File: config.mk
export PLATFORM = sky130hd
export DESIGN_NAME = usb_rx_bit_decoder
export DESIGN_NICKNAME = d
export VERILOG_FILES = /design/src/rtl/usb_rx_pkg.sv /design/src/rtl/usb_rx_out_hold.sv /design/src/rtl/usb_rx_bit_decoder.sv
export SDC_FILE = /design/constraint.sdc
export NUM_CORES = 1
export LEC_CHECK = 0
export BUFFER_PORTS_ARGS = -buffer_cell sky130_fd_sc_hd__buf_2
export CORE_ASPECT_RATIO = 2
export CORE_MARGIN = 3
export CORE_UTILIZATION = 52
export DETAILED_ROUTE_END_ITERATION = 8
export HOLD_SLACK_MARGIN = 0.15
export MAX_ROUTING_LAYER = met4
export PLACE_DENSITY = 0.75
export SLEW_MARGIN = 20
export SYNTH_ARGS = -nofsm -noshare
export SYNTH_HDL_FRONTEND = slang
export SYNTH_HIERARCHICAL = 1
export SYNTH_SLANG_ARGS = --single-unit
export TNS_END_PERCENT = 5
File: constraint.sdc
create_clock -name clk -period 2.24 [get_ports clk]
set_input_delay 0 -clock clk [delete_from_list [all_inputs] [get_ports clk]]
set_output_delay 0 -clock clk [all_outputs]
set_load 0.01 [all_outputs]
File: src/rtl/usb_rx_pkg.sv
// Shared types and constants for the USB receive bit decoder.
// Line-state encodings, stream-status codes and decoder FSM states.
package usb_rx_pkg;

    localparam logic [1:0] SE0  = 2'b00;
    localparam logic [1:0] FS_J = 2'b10;
    localparam logic [1:0] LS_J = 2'b01;

    typedef enum logic [2:0] {
        RxStData     = 3'd0,
        RxStStart    = 3'd1,
        RxStEnd      = 3'd2,
        RxStStuffErr = 3'd3,
        RxStAlignErr = 3'd4,
        RxStAbort    = 3'd5
    } rx_status_e;

    typedef enum logic [2:0] {
        StWaitJ,
        StIdle,
        StSync,
        StData,
        StEop
    } rx_state_e;

endpackage

File: src/rtl/usb_rx_out_hold.sv
// One-entry valid/ready holding register for decoded bytes and status.
// A load while full overwrites the held item; ready is registered.
module usb_rx_out_hold
    import usb_rx_pkg::*;
(
    input  logic       clk,
    input  logic       rst,
    input  logic       load_i,
    input  logic [7:0] data_i,
    input  rx_status_e status_i,
    input  logic       rdy_i,
    output logic       rdy_o,
    output logic       valid_o,
    output logic [7:0] data_o,
    output rx_status_e status_o
);

    logic       valid_q, valid_d;
    logic       rdy_q;
    logic [7:0] data_q, data_d;
    rx_status_e status_q, status_d;

    always_comb begin
        valid_d  = valid_q;
        data_d   = data_q;
        status_d = status_q;
        if (valid_q && rdy_i) begin
            valid_d = 1'b0;
        end
        if (load_i) begin
            valid_d  = 1'b1;
            data_d   = data_i;
            status_d = status_i;
        end
    end

    always_ff @(posedge clk) begin
        if (rst) begin
            valid_q  <= 1'b0;
            rdy_q    <= 1'b0;
            data_q   <= 8'h00;
            status_q <= RxStData;
        end else begin
            valid_q  <= valid_d;
            rdy_q    <= ~valid_q;
            data_q   <= data_d;
            status_q <= status_d;
        end
    end

    assign rdy_o    = rdy_q;
    assign valid_o  = valid_q;
    assign data_o   = data_q;
    assign status_o = status_q;

endmodule

File: src/rtl/usb_rx_bit_decoder.sv
// USB receive bit decoder: NRZI decode, SYNC hunt, unstuffing and EOP detection.
// Optional error counters are enabled with USB_RX_ERR_CNT_EN.
module usb_rx_bit_decoder
    import usb_rx_pkg::*;
#(
    parameter int unsigned SYNC_MIN_ZEROS = 3
) (
    input  logic       clk,
    input  logic       rst,
    input  logic       fullSpeedRate,
    input  logic [1:0] RxBitsIn,
    input  logic       RxWEnIn,
    input  logic       RxWireActiveIn,
`ifdef USB_RX_ERR_CNT_EN
    output logic [7:0] stuffErrCnt,
    output logic [7:0] alignErrCnt,
    input  logic       errCntClr,
`endif
    output logic       RxRdyOut,
    output logic [7:0] RxDataOut,
    output logic [2:0] RxStatusOut,
    output logic       RxDataValid,
    input  logic       RxDataRdyIn,
    output logic       RxPktActive
);

    localparam logic [2:0] SyncMinZ = 3'(SYNC_MIN_ZEROS);

    rx_state_e  state_q, state_d;
    logic       prev_j_q, prev_j_d;
    logic [2:0] zero_cnt_q, zero_cnt_d;
    logic [2:0] bit_cnt_q, bit_cnt_d;
    logic [2:0] ones_cnt_q, ones_cnt_d;
    logic [7:0] byte_q, byte_d;
    logic       pkt_active_q, pkt_active_d;

    logic       emit;
    rx_status_e emit_status;
    logic [7:0] emit_data;
    logic [1:0] j_level, k_level;
    logic       is_se0, is_j, is_k, dec_bit;
    logic [7:0] shifted;
    rx_status_e status_w;

    assign j_level = fullSpeedRate ? FS_J : LS_J;
    assign k_level = ~j_level;
    assign is_se0  = (RxBitsIn == SE0);
    assign is_j    = (RxBitsIn == j_level);
    assign is_k    = (RxBitsIn == k_level);
    assign dec_bit = (is_j == prev_j_q);
    assign shifted = {dec_bit, byte_q[7:1]};

    always_comb begin
        state_d      = state_q;
        prev_j_d     = prev_j_q;
        zero_cnt_d   = zero_cnt_q;
        bit_cnt_d    = bit_cnt_q;
        ones_cnt_d   = ones_cnt_q;
        byte_d       = byte_q;
        pkt_active_d = pkt_active_q;
        emit         = 1'b0;
        emit_status  = RxStData;
        emit_data    = byte_q;

        if (RxWEnIn) begin
            if (is_j || is_k) begin
                prev_j_d = is_j;
            end
            // Loss of wire activity aborts before any symbol decode.
            if (!RxWireActiveIn && state_q inside {StSync, StData, StEop}) begin
                emit        = 1'b1;
                emit_status = RxStAbort;
                state_d     = StWaitJ;
            end else begin
                unique case (state_q)
                    StWaitJ: begin
                        if (is_j) begin
                            state_d  = StIdle;
                            prev_j_d = 1'b1;
                        end
                    end
                    StIdle: begin
                        if (is_k) begin
                            state_d    = StSync;
                            zero_cnt_d = 3'd1;
                        end
                    end
                    StSync: begin
                        if (is_se0) begin
                            state_d = StWaitJ;
                        end else if (is_j || is_k) begin
                            if (!dec_bit) begin
                                zero_cnt_d = (zero_cnt_q == 3'd7) ? 3'd7 : zero_cnt_q + 3'd1;
                            end else if (zero_cnt_q >= SyncMinZ) begin
                                emit        = 1'b1;
                                emit_status = RxStStart;
                                state_d     = StData;
                                bit_cnt_d   = 3'd0;
                                ones_cnt_d  = 3'd0;
                            end else begin
                                state_d  = StIdle;
                                prev_j_d = 1'b1;
                            end
                        end
                    end
                    StData: begin
                        if (is_se0) begin
                            state_d = StEop;
                        end else if (is_j || is_k) begin
                            if (ones_cnt_q == 3'd6) begin
                                if (!dec_bit) begin
                                    ones_cnt_d = 3'd0;
                                end else begin
                                    emit        = 1'b1;
                                    emit_status = RxStStuffErr;
                                    state_d     = StWaitJ;
                                end
                            end else begin
                                byte_d     = shifted;
                                bit_cnt_d  = bit_cnt_q + 3'd1;
                                ones_cnt_d = dec_bit ? ones_cnt_q + 3'd1 : 3'd0;
                                if (bit_cnt_q == 3'd7) begin
                                    emit        = 1'b1;
                                    emit_status = RxStData;
                                    emit_data   = shifted;
                                end
                            end
                        end
                    end
                    StEop: begin
                        if (is_j) begin
                            emit        = 1'b1;
                            emit_status = (bit_cnt_q == 3'd0) ? RxStEnd : RxStAlignErr;
                            state_d     = StWaitJ;
                        end else if (is_k) begin
                            emit        = 1'b1;
                            emit_status = RxStAlignErr;
                            state_d     = StWaitJ;
                        end
                    end
                    default: state_d = StWaitJ;
                endcase
            end
        end

        if (emit) begin
            if (emit_status == RxStStart) begin
                pkt_active_d = 1'b1;
            end else if (emit_status != RxStData) begin
                pkt_active_d = 1'b0;
            end
        end
    end

    always_ff @(posedge clk) begin
        if (rst) begin
            state_q      <= StWaitJ;
            prev_j_q     <= 1'b1;
            zero_cnt_q   <= 3'd0;
            bit_cnt_q    <= 3'd0;
            ones_cnt_q   <= 3'd0;
            byte_q       <= 8'h00;
            pkt_active_q <= 1'b0;
        end else begin
            state_q      <= state_d;
            prev_j_q     <= prev_j_d;
            zero_cnt_q   <= zero_cnt_d;
            bit_cnt_q    <= bit_cnt_d;
            ones_cnt_q   <= ones_cnt_d;
            byte_q       <= byte_d;
            pkt_active_q <= pkt_active_d;
        end
    end

    usb_rx_out_hold u_out_hold (
        .clk      (clk),
        .rst      (rst),
        .load_i   (emit),
        .data_i   (emit_data),
        .status_i (emit_status),
        .rdy_i    (RxDataRdyIn),
        .rdy_o    (RxRdyOut),
        .valid_o  (RxDataValid),
        .data_o   (RxDataOut),
        .status_o (status_w)
    );

    assign RxStatusOut = status_w;
    assign RxPktActive = pkt_active_q;

`ifdef USB_RX_ERR_CNT_EN
    logic [7:0] stuff_cnt_q, align_cnt_q;

    // Clear takes precedence over a same-cycle increment.
    always_ff @(posedge clk) begin
        if (rst || errCntClr) begin
            stuff_cnt_q <= 8'h00;
            align_cnt_q <= 8'h00;
        end else if (emit) begin
            if (emit_status == RxStStuffErr && stuff_cnt_q != 8'hFF) begin
                stuff_cnt_q <= stuff_cnt_q + 8'h01;
            end
            if (emit_status == RxStAlignErr && align_cnt_q != 8'hFF) begin
                align_cnt_q <= align_cnt_q + 8'h01;
            end
        end
    end

    assign stuffErrCnt = stuff_cnt_q;
    assign alignErrCnt = align_cnt_q;
`endif

endmodule

## After elaboration in Yosys (flattened, before gate mapping)

Index checks and enable logic that the tools add are counted.

| word-level totals | value |
|---|---|
| input port bits | 8 |
| logic and storage cells | 150 |
| register bits | 35 |
| output and inout bits | 14 |

| cells by class | value |
|---|---|
| reduce and logical (&&, ||, !) cells | 19 |
| bitwise logic cells | 5 |
| equal/unequal tests | 29 |
| multiplexer cells | 82 |
| $lt $le $gt $ge | 1 |
| add/sub/neg operators | 3 |

Operators with widths:

| kind | count |
|---|---|
| two-way mux 3 bit | 37 |
| two-way mux 8 bit | 7 |
| two-way mux 1 bit | 28 |
| AND reduction 10 bit | 2 |
| case mux 3 bit (2 select lines) | 3 |
| case mux 3 bit (5 select lines) | 1 |
| == test 3 bit (second input constant) | 4 |
| != test 2 bit (second input constant) | 6 |
| != test 4 x 2 -> 1 bit (second input constant) | 3 |
| != test 4 x 3 -> 1 bit (second input constant) | 3 |
| adder 3 x 1 -> 3 bit (second input constant) | 3 |
| != test 3 bit (second input constant) | 3 |
| case mux 3 bit (3 select lines) | 1 |
| AND reduction 9 bit | 1 |
| nonzero test 2 bit | 4 |
| AND reduction 7 bit | 1 |
| == test 3 x 1 -> 1 bit (second input constant) | 2 |
| == test 3 x 2 -> 1 bit (second input constant) | 2 |
| logical NOT 3 bit | 2 |
| two-way mux 2 bit | 3 |
| != test 2 x 1 -> 1 bit (second input constant) | 3 |
| AND reduction 6 bit | 1 |
| nonzero test 3 bit | 2 |
| == test 2 bit | 2 |
| other kinds (11) | 15 |

## Longest topological paths before layout

Gate-level depths: netlist of run 1.

| depth | value |
|---|---|
| depth in word-level cells | 13 |
| depth in mapped cells | 10 |
| mapped depth without buffers | 9 |

## Cells and area by module

The synthesis of run 1 kept the hierarchy.

By module, submodules not included:

| module | area an instance (um^2) | cells each | instances | sequential area each (um^2) |
|---|---|---|---|---|
| usb_rx_bit_decoder | 1,545.2 | 181 | 1 | 440.4 |
| usb_rx_out_hold | 446.7 | 41 | 1 | 260.2 |

## Worst setup path before layout of run 1

OpenSTA, ideal clock, no wires.

| timing | value |
|---|---|
| path kind | reg-to-reg |
| start | register state_q[1] |
| end | register u_out_hold.data_q[0], in the netlist u_out_hold/data_o[0] |
| arrival | 2.249 ns |
| required time | 2.123 ns |
| clock period less this slack | 2.366 ns |
| setup time | 0.117 ns |
| slack | -0.126 ns |
| cell stages (with the launch flop) | 11 |
| buffers on the path | 3 |
| path through | dfxtp_1 clkbuf_1 or3b_2 clkbuf_1 o22a_1 o21ai_0 a21oi_1 nor2b_1 buf_6 mux2i_1 nor2_1 |

| between the ends | value |
|---|---|
| cells in the longest elaborated chain, start to end | 5 |
| elaborated cells between the ends (all ways) | 11 |
| classes of those cells | eq/ne (3); mux (6); reduce/logical (2) |

RTL lines:

| element | RTL line | RTL |
|---|---|---|
| from (decl) | usb_rx_bit_decoder.sv:29 | `rx_state_e state_q, state_d;` |
| from (signal assigned) | usb_rx_bit_decoder.sv:157 | `state_q <= StWaitJ;` |
| from (signal assigned) | usb_rx_bit_decoder.sv:165 | `state_q <= state_d;` |
| == test 3 x 2 -> 1 bit or == test 3 bit (tied branches) | usb_rx_bit_decoder.sv:70, usb_rx_bit_decoder.sv:75 |  |
| nonzero test 3 bit | usb_rx_bit_decoder.sv:70 | `if (!RxWireActiveIn && state_q inside {StSync, StData, StEop}) begin` |
| logical AND 1 bit | usb_rx_bit_decoder.sv:70 |  |
| two-way mux 1 bit * | usb_rx_bit_decoder.sv:70 |  |
| two-way mux 1 bit * | usb_rx_bit_decoder.sv:65 | `if (RxWEnIn) begin` |
| net emit | usb_rx_bit_decoder.sv:37 | `logic emit;` |
| to (signal assigned) | usb_rx_out_hold.sv:46 | `data_q <= data_d;` |
| to (decl) | usb_rx_out_hold.sv:20 | `logic [7:0] data_q, data_d;` |

The timed path passes the listed nets; every way through them passes the cells marked *.
A chain may end at the register's enable or synchronous reset.

## Worst setup path in the final report of run 1

| timing | value |
|---|---|
| start | register state_q[2] |
| end | register u_out_hold.data_q[2], in the netlist u_out_hold/data_o[2] |

| between the ends | value |
|---|---|
| cells in the longest elaborated chain, start to end | 5 |
| elaborated cells between the ends (all ways) | 11 |
| classes of those cells | eq/ne (3); mux (6); reduce/logical (2) |

RTL lines:

| element | RTL line | RTL |
|---|---|---|
| == test 3 x 2 -> 1 bit (tied with other cells) | usb_rx_bit_decoder.sv:70 |  |
| nonzero test 3 bit | usb_rx_bit_decoder.sv:70 |  |
| logical AND 1 bit | usb_rx_bit_decoder.sv:70 |  |
| two-way mux 8 bit * | usb_rx_bit_decoder.sv:70 |  |
| two-way mux 8 bit * | usb_rx_bit_decoder.sv:65 |  |
| net emit_data[2] | usb_rx_bit_decoder.sv:39 | `logic [7:0] emit_data;` |

Marked as above.

==> metrics.cfg, run 1 <==
[grt]
grt_first_pass_wirelength_um = 7780
globalRouteOverflowTotal = 0
antenna_found_initial = 0
grt_util_all_layers_pct = 22.2
first_global_vias = 1753
grt_max_degree = 32

[floorplan]
height_of_the_die_um = 93.5
core_um2 = 3650
die_area_um2 = 4650
ioPinCount = 22
row_count = 31
width_of_the_die_um = 49.8
floorplan.initialDensity_pct = 54.6

[yosys]
yosys_warnings = 6
synth_enable_flop_cells = 0
yosys.area_share.xor_xnor_pct = 0.879
synthesized_area_fraction_occupied_by_and_or_nand_nor_cells_pct = 21.7
synth_largest_area_cell = sky130_fd_sc_hd__dfxtp_1
dominant_combinational_cell_family_by_area_after_synthesis = simple AND/OR/NAND/NOR gates
yosysMostFrequentCell = sky130_fd_sc_hd__dfxtp_1
synth.cell_area_um2 = 1990
synth_adder_area_share_pct = 3.77
ys_seq_elements = 35
post_synth_most_frequent_cells = 35 x sky130_fd_sc_hd__dfxtp_1, 32 x sky130_fd_sc_hd__nor2_1, 22 x sky130_fd_sc_hd__mux2i_1
synth_fp_nets = 236
synth_compound_area_share_pct = 17.8
synth_top_cell_area_share_pct = 35.2
ys_async_sr_fraction_pct = 0
synthMuxAreaShare_pct = 15.6
syn_area_per_cell_um2 = 8.97
ys_top_cells_by_area = sky130_fd_sc_hd__dfxtp_1 35%, sky130_fd_sc_hd__mux2i_1 11%, sky130_fd_sc_hd__nor2_1 6.0%, sky130_fd_sc_hd__mux2_2 4.5%, sky130_fd_sc_hd__ha_1 3.8%
synth_cells = 222
ys_dominant_reg_cell = sky130_fd_sc_hd__dfxtp_1
ys_seq_area_share_pct = 35.2
distinct_cell_type_count_of_the_synthesized_netlist = 53

[route]
drt-initial-drc-count = 53
post-route-drc-count = 0
drt-total-wl_um = 4610
routed_via_density = 5.92
detail_route.wl_per_cell_um = 15.2
ant_nets = 0
detailedRoute.firstPassIterationCount = 4
route.vias.total = 1795

[critical_path]
start_kind = flop
r2r-end = u_out_hold/data_o[2]
critical_path.n_buffers_inverters = 1
critical_path_class = flop to flop
worst_setup_path_end_kind = flop
crit_path_top_delay_cell = sky130_fd_sc_hd__or3b_2
r2r_setup_slack_ns = 0.18
path_cells = or3b_2 > a21oi_1 > nor3_2 > buf_4 > mux2_2 > mux2i_1 > nor2_1
regToRegStartpoint = state_q[2]
crit_path_max_incr_delay_ns = 0.52
timing.reg2reg.worst_path_depth = 7
crit_arrival_ns = 2.24
cpLargestDelayFamily = simple AND/OR/NAND/NOR gates
crit_fanout = 8
cp.required_ns = 2.42

[sta]
worstMarginPinSlew_ns = 0.436
setup_viol = 0
fin_setup_tns_ns = 0
worst_slew_margin_pct = 70.9
grt_setup_unrepaired = no
min_period_ns = 2.06
skew_ns = 0.00918
final_min_period_over_clock_period_pct = 92.1
maxSlewViolCount = 0
final_hold_viol_count = 0
maximum_frequency_from_static_timing_analysis_ghz = 0.485

[placement]
port_buffers = 21
dp_hpwl_um = 3400
place.gp.congestion = 0.962

[clock_tree]
cts-root-to-sink-buffers = 2
cts.sink_count = 35
h-tree-depth = 2
cts_tree = yes
clock_pin_slew_on_the_worst_setup_and_hold_paths_ns = 0.07
cts_made_buffers = 5
root_buffer = sky130_fd_sc_hd__clkbuf_8
clkLatencyLatePin_ns = 0.29

[power]
power-per-cell-area_nw_per_um2 = 536
peakVddDrop_v = 0.000432
power_uw = 1250
power_leakage_uw = 0.000929

[hold_path]
worst_hold_path_type = input pin to flop
min_path_cells = 3
hp-start = rst
hold-path-endpoint = u_out_hold/rdy_o

[run]
maxCapViolations = 0

[finish]
final_net_count = 267
synthToLayoutAreaGrowth_pct = 16.8
number_of_diodes = 0
drive_gt1_share_pct = 23.2

[outcome]
status = complete, no violations

final cells by class:
class                           instances  area (um2)
Sequential cell                        35         701
Timing Repair Buffer                   37         245
Fill cell                             330        1320
Tap cell                               49        61.3
Inverter                                7        26.3
Clock buffer                            8         100
Multi-Input combinational cell        167        1190
layout by cell type (no fill, tap or decap), types with 2 or more instances in the layout:
cell | netlist | final
sky130_fd_sc_hd__nand3_1 | 4 | 4
sky130_fd_sc_hd__nor4_1 | 3 | 3
sky130_fd_sc_hd__o21ai_0 | 6 | 5
sky130_fd_sc_hd__and3b_1 | 2 | 2
sky130_fd_sc_hd__inv_1 | 6 | 6
sky130_fd_sc_hd__or2_2 | 2 | 2
sky130_fd_sc_hd__and4_1 | 2 | 2
sky130_fd_sc_hd__nand4_1 | 2 | 2
sky130_fd_sc_hd__nor3_1 | 3 | 3
sky130_fd_sc_hd__o211ai_1 | 4 | 4
sky130_fd_sc_hd__and3_2 | 1 | 2
sky130_fd_sc_hd__buf_2 | 3 | 21
sky130_fd_sc_hd__dfxtp_1 | 35 | 35
sky130_fd_sc_hd__nor2_1 | 32 | 32
sky130_fd_sc_hd__and3_1 | 3 | 2
sky130_fd_sc_hd__mux2i_1 | 22 | 22
sky130_fd_sc_hd__a21oi_1 | 12 | 12
sky130_fd_sc_hd__mux2_2 | 8 | 8
sky130_fd_sc_hd__a31oi_1 | 2 | 2
sky130_fd_sc_hd__nor2b_1 | 5 | 4
sky130_fd_sc_hd__nand2_1 | 9 | 9
sky130_fd_sc_hd__or3b_2 | 2 | 2
sky130_fd_sc_hd__o211a_1 | 3 | 3
sky130_fd_sc_hd__nor3b_1 | 2 | 2
sky130_fd_sc_hd__dlygate4sd3_1 | 0 | 3
sky130_fd_sc_hd__buf_4 | 0 | 12
sky130_fd_sc_hd__o31ai_1 | 2 | 2
sky130_fd_sc_hd__a21o_1 | 2 | 2
sky130_fd_sc_hd__clkbuf_8 | 0 | 7
sky130_fd_sc_hd__o2bb2ai_1 | 4 | 4
sky130_fd_sc_hd__ha_1 | 6 | 6
sky130_fd_sc_hd__nand2b_1 | 3 | 3
metal layers:
layer  share of wire, %  track usage (%)  vias to the layer above
met3                3.9             3.03                       19
li1                   -                -                      871
met1                 38             22.6                      849
met4                3.8             14.3                        0
met5                  0                -                        -
met2                 54             38.7                       56
sequential cells by signal (all words and copies together) (netlist names):
| signal | flops |
|---|---|
| byte_q | 8 |
| u_out_hold/data_o | 8 |
| bit_cnt_q | 3 |
| ones_cnt_q | 3 |
| state_q | 3 |
| u_out_hold/status_o | 3 |
| zero_cnt_q | 3 |
| RxPktActive | 1 |
| prev_j_q | 1 |
| u_out_hold/rdy_o | 1 |
| u_out_hold/valid_o | 1 |
per-stage QoR:
step	hold slack (ns)	cells	instance area (um2)	setup slack [ns]	util [%]
global route	0.237	303	2330	0.0403	63.8
detailed placement	0.274	292	2200	0.199	60.2
finish	0.197	303	2330	0.177	63.8
global placement	0.267	292	2200	0.237	60.2
floorplan	0.0691	222	2000	0.0267	-
CTS	0.194	303	2330	0.167	63.8
worst max path at each step:
stage	end	startpoint	cells after the start
global route	u_out_hold/data_o[2]	state_q[2]	7
finish	u_out_hold/data_o[2]	state_q[2]	7
CTS	u_out_hold/status_o[2]	state_q[1]	8
global placement	u_out_hold/status_o[1]	state_q[1]	8
floorplan	u_out_hold/data_o[0]	state_q[1]	10
detailed placement	ones_cnt_q[0]	ones_cnt_q[0]	7
tightest hold or removal path, cell delays in order:
cell                     delay [ns]
sky130_fd_sc_hd__buf_2         0.11
sky130_fd_sc_hd__buf_4         0.23
sky130_fd_sc_hd__nor2_1        0.11
kinds of logic (layout without fill, tap and decap cells):
logic type               Yosys count  after routing
AO/OA/AOI/OAI                     47             47
XOR/XNOR                           2              2
adder cells (fa/ha/maj)            6              6
buffers and inverters             20             52
flip-flops                        35             35
multiplexers                      30             30
AND/OR/NAND/NOR                   82             82
repair_timing:
| action | CTS | global route |
|---|---|---|
| resized for setup | 0 | 2 |
| endpoints found under the setup margin | 0 | 2 |
| endpoints found under the hold margin | 3 | 0 |
| hold buffers | 3 | 0 |
| setup buffers | 0 | 0 |
power by group:
group          switching (uW)  internal (uW)  leakage, uW
registers                4.21            626     0.000282
logic                    67.8           41.4     0.000595
clock network             227            281    0.0000515
total                     299            948     0.000929
Note: power is estimated with default switching activity, not from simulation.
==> run 2: changes to the inputs <==
==> constraint.sdc (replaced) <==
create_clock -name clk -period 1.75 [get_ports clk]
set_input_delay 0 -clock clk [delete_from_list [all_inputs] [get_ports clk]]
set_output_delay 0 -clock clk [all_outputs]
set_load 0.01 [all_outputs]
==> run 2 against run 1 <==
Effect of this change: the run now ends with negative setup slack left; sequential power up 28%; first-iteration DRC count up 3.8%; sequential share of layout area shrank 4.2 points; hold slack improved by 0.00091 ns; cell count increased by 12%; clock power rose by 17%; combinational power increased by 79%; critical path depth down 1; register-to-register slack worse by 0.34 ns; sequential cell count did not move; clock-buffer cell count decreased by 2; largest power group unchanged.
==> metrics.cfg, run 2 (same netlist as run 1, synthesis figures left out) <==
[sta]
min_period_ns = 1.91
setup_viol = 16
postLayoutSetupSlackWorst_ns = -0.164
worstMarginPinSlew_ns = 0.456
grt_setup_unrepaired = yes
maximum_frequency_from_static_timing_analysis_ghz = 0.522
final_hold_viol_count = 0
worst_slew_margin_pct = 69.3
skew_ns = 0.0107
final_min_period_over_clock_period_pct = 109
maxSlewViolCount = 0

[route]
ant_nets = 0
post-route-drc-count = 0
route.vias.total = 1969
routed_via_density = 5.83
drt-initial-drc-count = 55
detail_route.wl_per_cell_um = 16.5
drt-total-wl_um = 5560
detailedRoute.firstPassIterationCount = 4

[floorplan]
floorplan.initialDensity_pct = 54.6
height_of_the_die_um = 93.5
core_um2 = 3650
row_count = 31
width_of_the_die_um = 49.8
die_area_um2 = 4650
ioPinCount = 22

[clock_tree]
clkLatencyLatePin_ns = 0.29
h-tree-depth = 2
cts.sink_count = 35
clock_pin_slew_on_the_worst_setup_and_hold_paths_ns = 0.08
cts_made_buffers = 5
cts-root-to-sink-buffers = 2
root_buffer = sky130_fd_sc_hd__clkbuf_8
cts_tree = yes

[power]
peakVddDrop_v = 0.000663
power-per-cell-area_nw_per_um2 = 583
power_leakage_uw = 0.00113

[placement]
pre_cts_slack_ns = -0.281
port_buffers = 21
place.gp.congestion = 1.03
dp_hpwl_um = 3860

[outcome]
status = finished, violations left
violations = negative setup slack

[grt]
grt_util_all_layers_pct = 24.3
grt_max_degree = 32
antenna_found_initial = 0
globalRouteOverflowTotal = 0
first_global_vias = 1877
grt_first_pass_wirelength_um = 8410

[critical_path]
cp.required_ns = 1.92
path_cells = or3b_4 > a21boi_0 > nor2b_4 > clkbuf_16 > mux2i_1 > nor2_1
crit_arrival_ns = 2.08
cpLargestDelayFamily = simple AND/OR/NAND/NOR gates
timing.reg2reg.worst_path_depth = 6
critical_path_class = flop to flop
start_kind = flop
worstSetupPathDepth = 6
crit_path_top_delay_cell = sky130_fd_sc_hd__or3b_4
crit_fanout = 6
critical_path.n_buffers_inverters = 1
crit_path_max_incr_delay_ns = 0.41
worst_setup_path_end_kind = flop

[hold_path]
min_path_cells = 3
worst_hold_path_type = input pin to flop

[finish]
synthToLayoutAreaGrowth_pct = 37.3
postLayoutCoreUtil_pct = 75.0
number_of_filler_instances_in_the_final_layout = 283
mostFrequentLayoutCell = sky130_fd_sc_hd__buf_4
final_net_count = 303
register_area_um2 = 709
drive_gt1_share_pct = 38.8
mostFrequentLayoutCells = 44 x sky130_fd_sc_hd__buf_4, 32 x sky130_fd_sc_hd__dfxtp_1, 32 x sky130_fd_sc_hd__nor2_1
multi_input_comb_area_um2 = 1280
number_of_diodes = 0

[run]
maxCapViolations = 0

run 2: changes by cell type in the layout (fill, tap and decap cells not counted), sizes merged:
cell,previous run,this run
buf,34,69
dlygate4sd3,3,2
clkinv,1,2
run 2: timing repair:
action,4_1_cts,5_1_grt
hold buffers,2,0
gates cloned,0,1
resized for setup,13,13
buffers inserted,1,0
setup endpoints to repair,28,29
pin swaps,6,1
endpoints found under the hold margin,3,0
run 2: per-layer routing:
layer  part of all wire [%]  vias up  global-route usage [%]
met4                    3.8        0                    15.0
met5                      0        -                       -
li1                       -      938                       -
met1                     37      965                    23.1
met2                     55       52                    44.7
met3                    3.5       14                    3.03
run 2: worst register-to-register path, cell delays in order, from the launching register on:
cell                        delay, ns
sky130_fd_sc_hd__dfxtp_4         0.37
sky130_fd_sc_hd__or3b_4          0.41
sky130_fd_sc_hd__a21boi_0        0.31
sky130_fd_sc_hd__nor2b_4         0.27
sky130_fd_sc_hd__clkbuf_16       0.18
sky130_fd_sc_hd__mux2i_1         0.18
sky130_fd_sc_hd__nor2_1          0.07
run 2: through the flow:
| step | hold slack (ns) | total power (uW) | TNS (ns) | instances | cell area, um2 |
|---|---|---|---|---|---|
| floorplan | 0.0691 | 920 | -3.27 | 222 | 2030 |
| global placement | 0.265 | 997 | -2.93 | 327 | 2490 |
| detailed placement | 0.269 | 998 | -3.64 | 327 | 2490 |
| CTS | 0.182 | 1580 | -1.08 | 337 | 2660 |
| global route | 0.228 | 1640 | -2.89 | 338 | 2740 |
| finish | 0.198 | 1590 | -1.48 | 338 | 2740 |
run 2: report_power, final:
group / switching [uW] / leakage (uW) / internal, uW / total [uW]
clock network: 286 / 0.0000470 / 309 / 594
logic: 104 / 0.000800 / 90.2 / 195
registers: 5.55 / 0.000284 / 799 / 805
run 2: final timing paths:
path	to	from	slack [ns]
max reg2reg	u_out_hold/status_o[2]	state_q[2]	-0.16
max	u_out_hold/status_o[2]	state_q[2]	-0.16
min reg2reg	u_out_hold/rdy_o	u_out_hold/valid_o	0.43
min	u_out_hold/rdy_o	rst	0.20
run 2: layout make-up:
cell class	instances	area share, %
clock buffer	6	3.02
clock inverter	1	0.183
inverter	7	0.961
multi-input combinational	167	47.0
sequential	35	25.9
tap	49	2.24
timing repair buffer	73	20.7
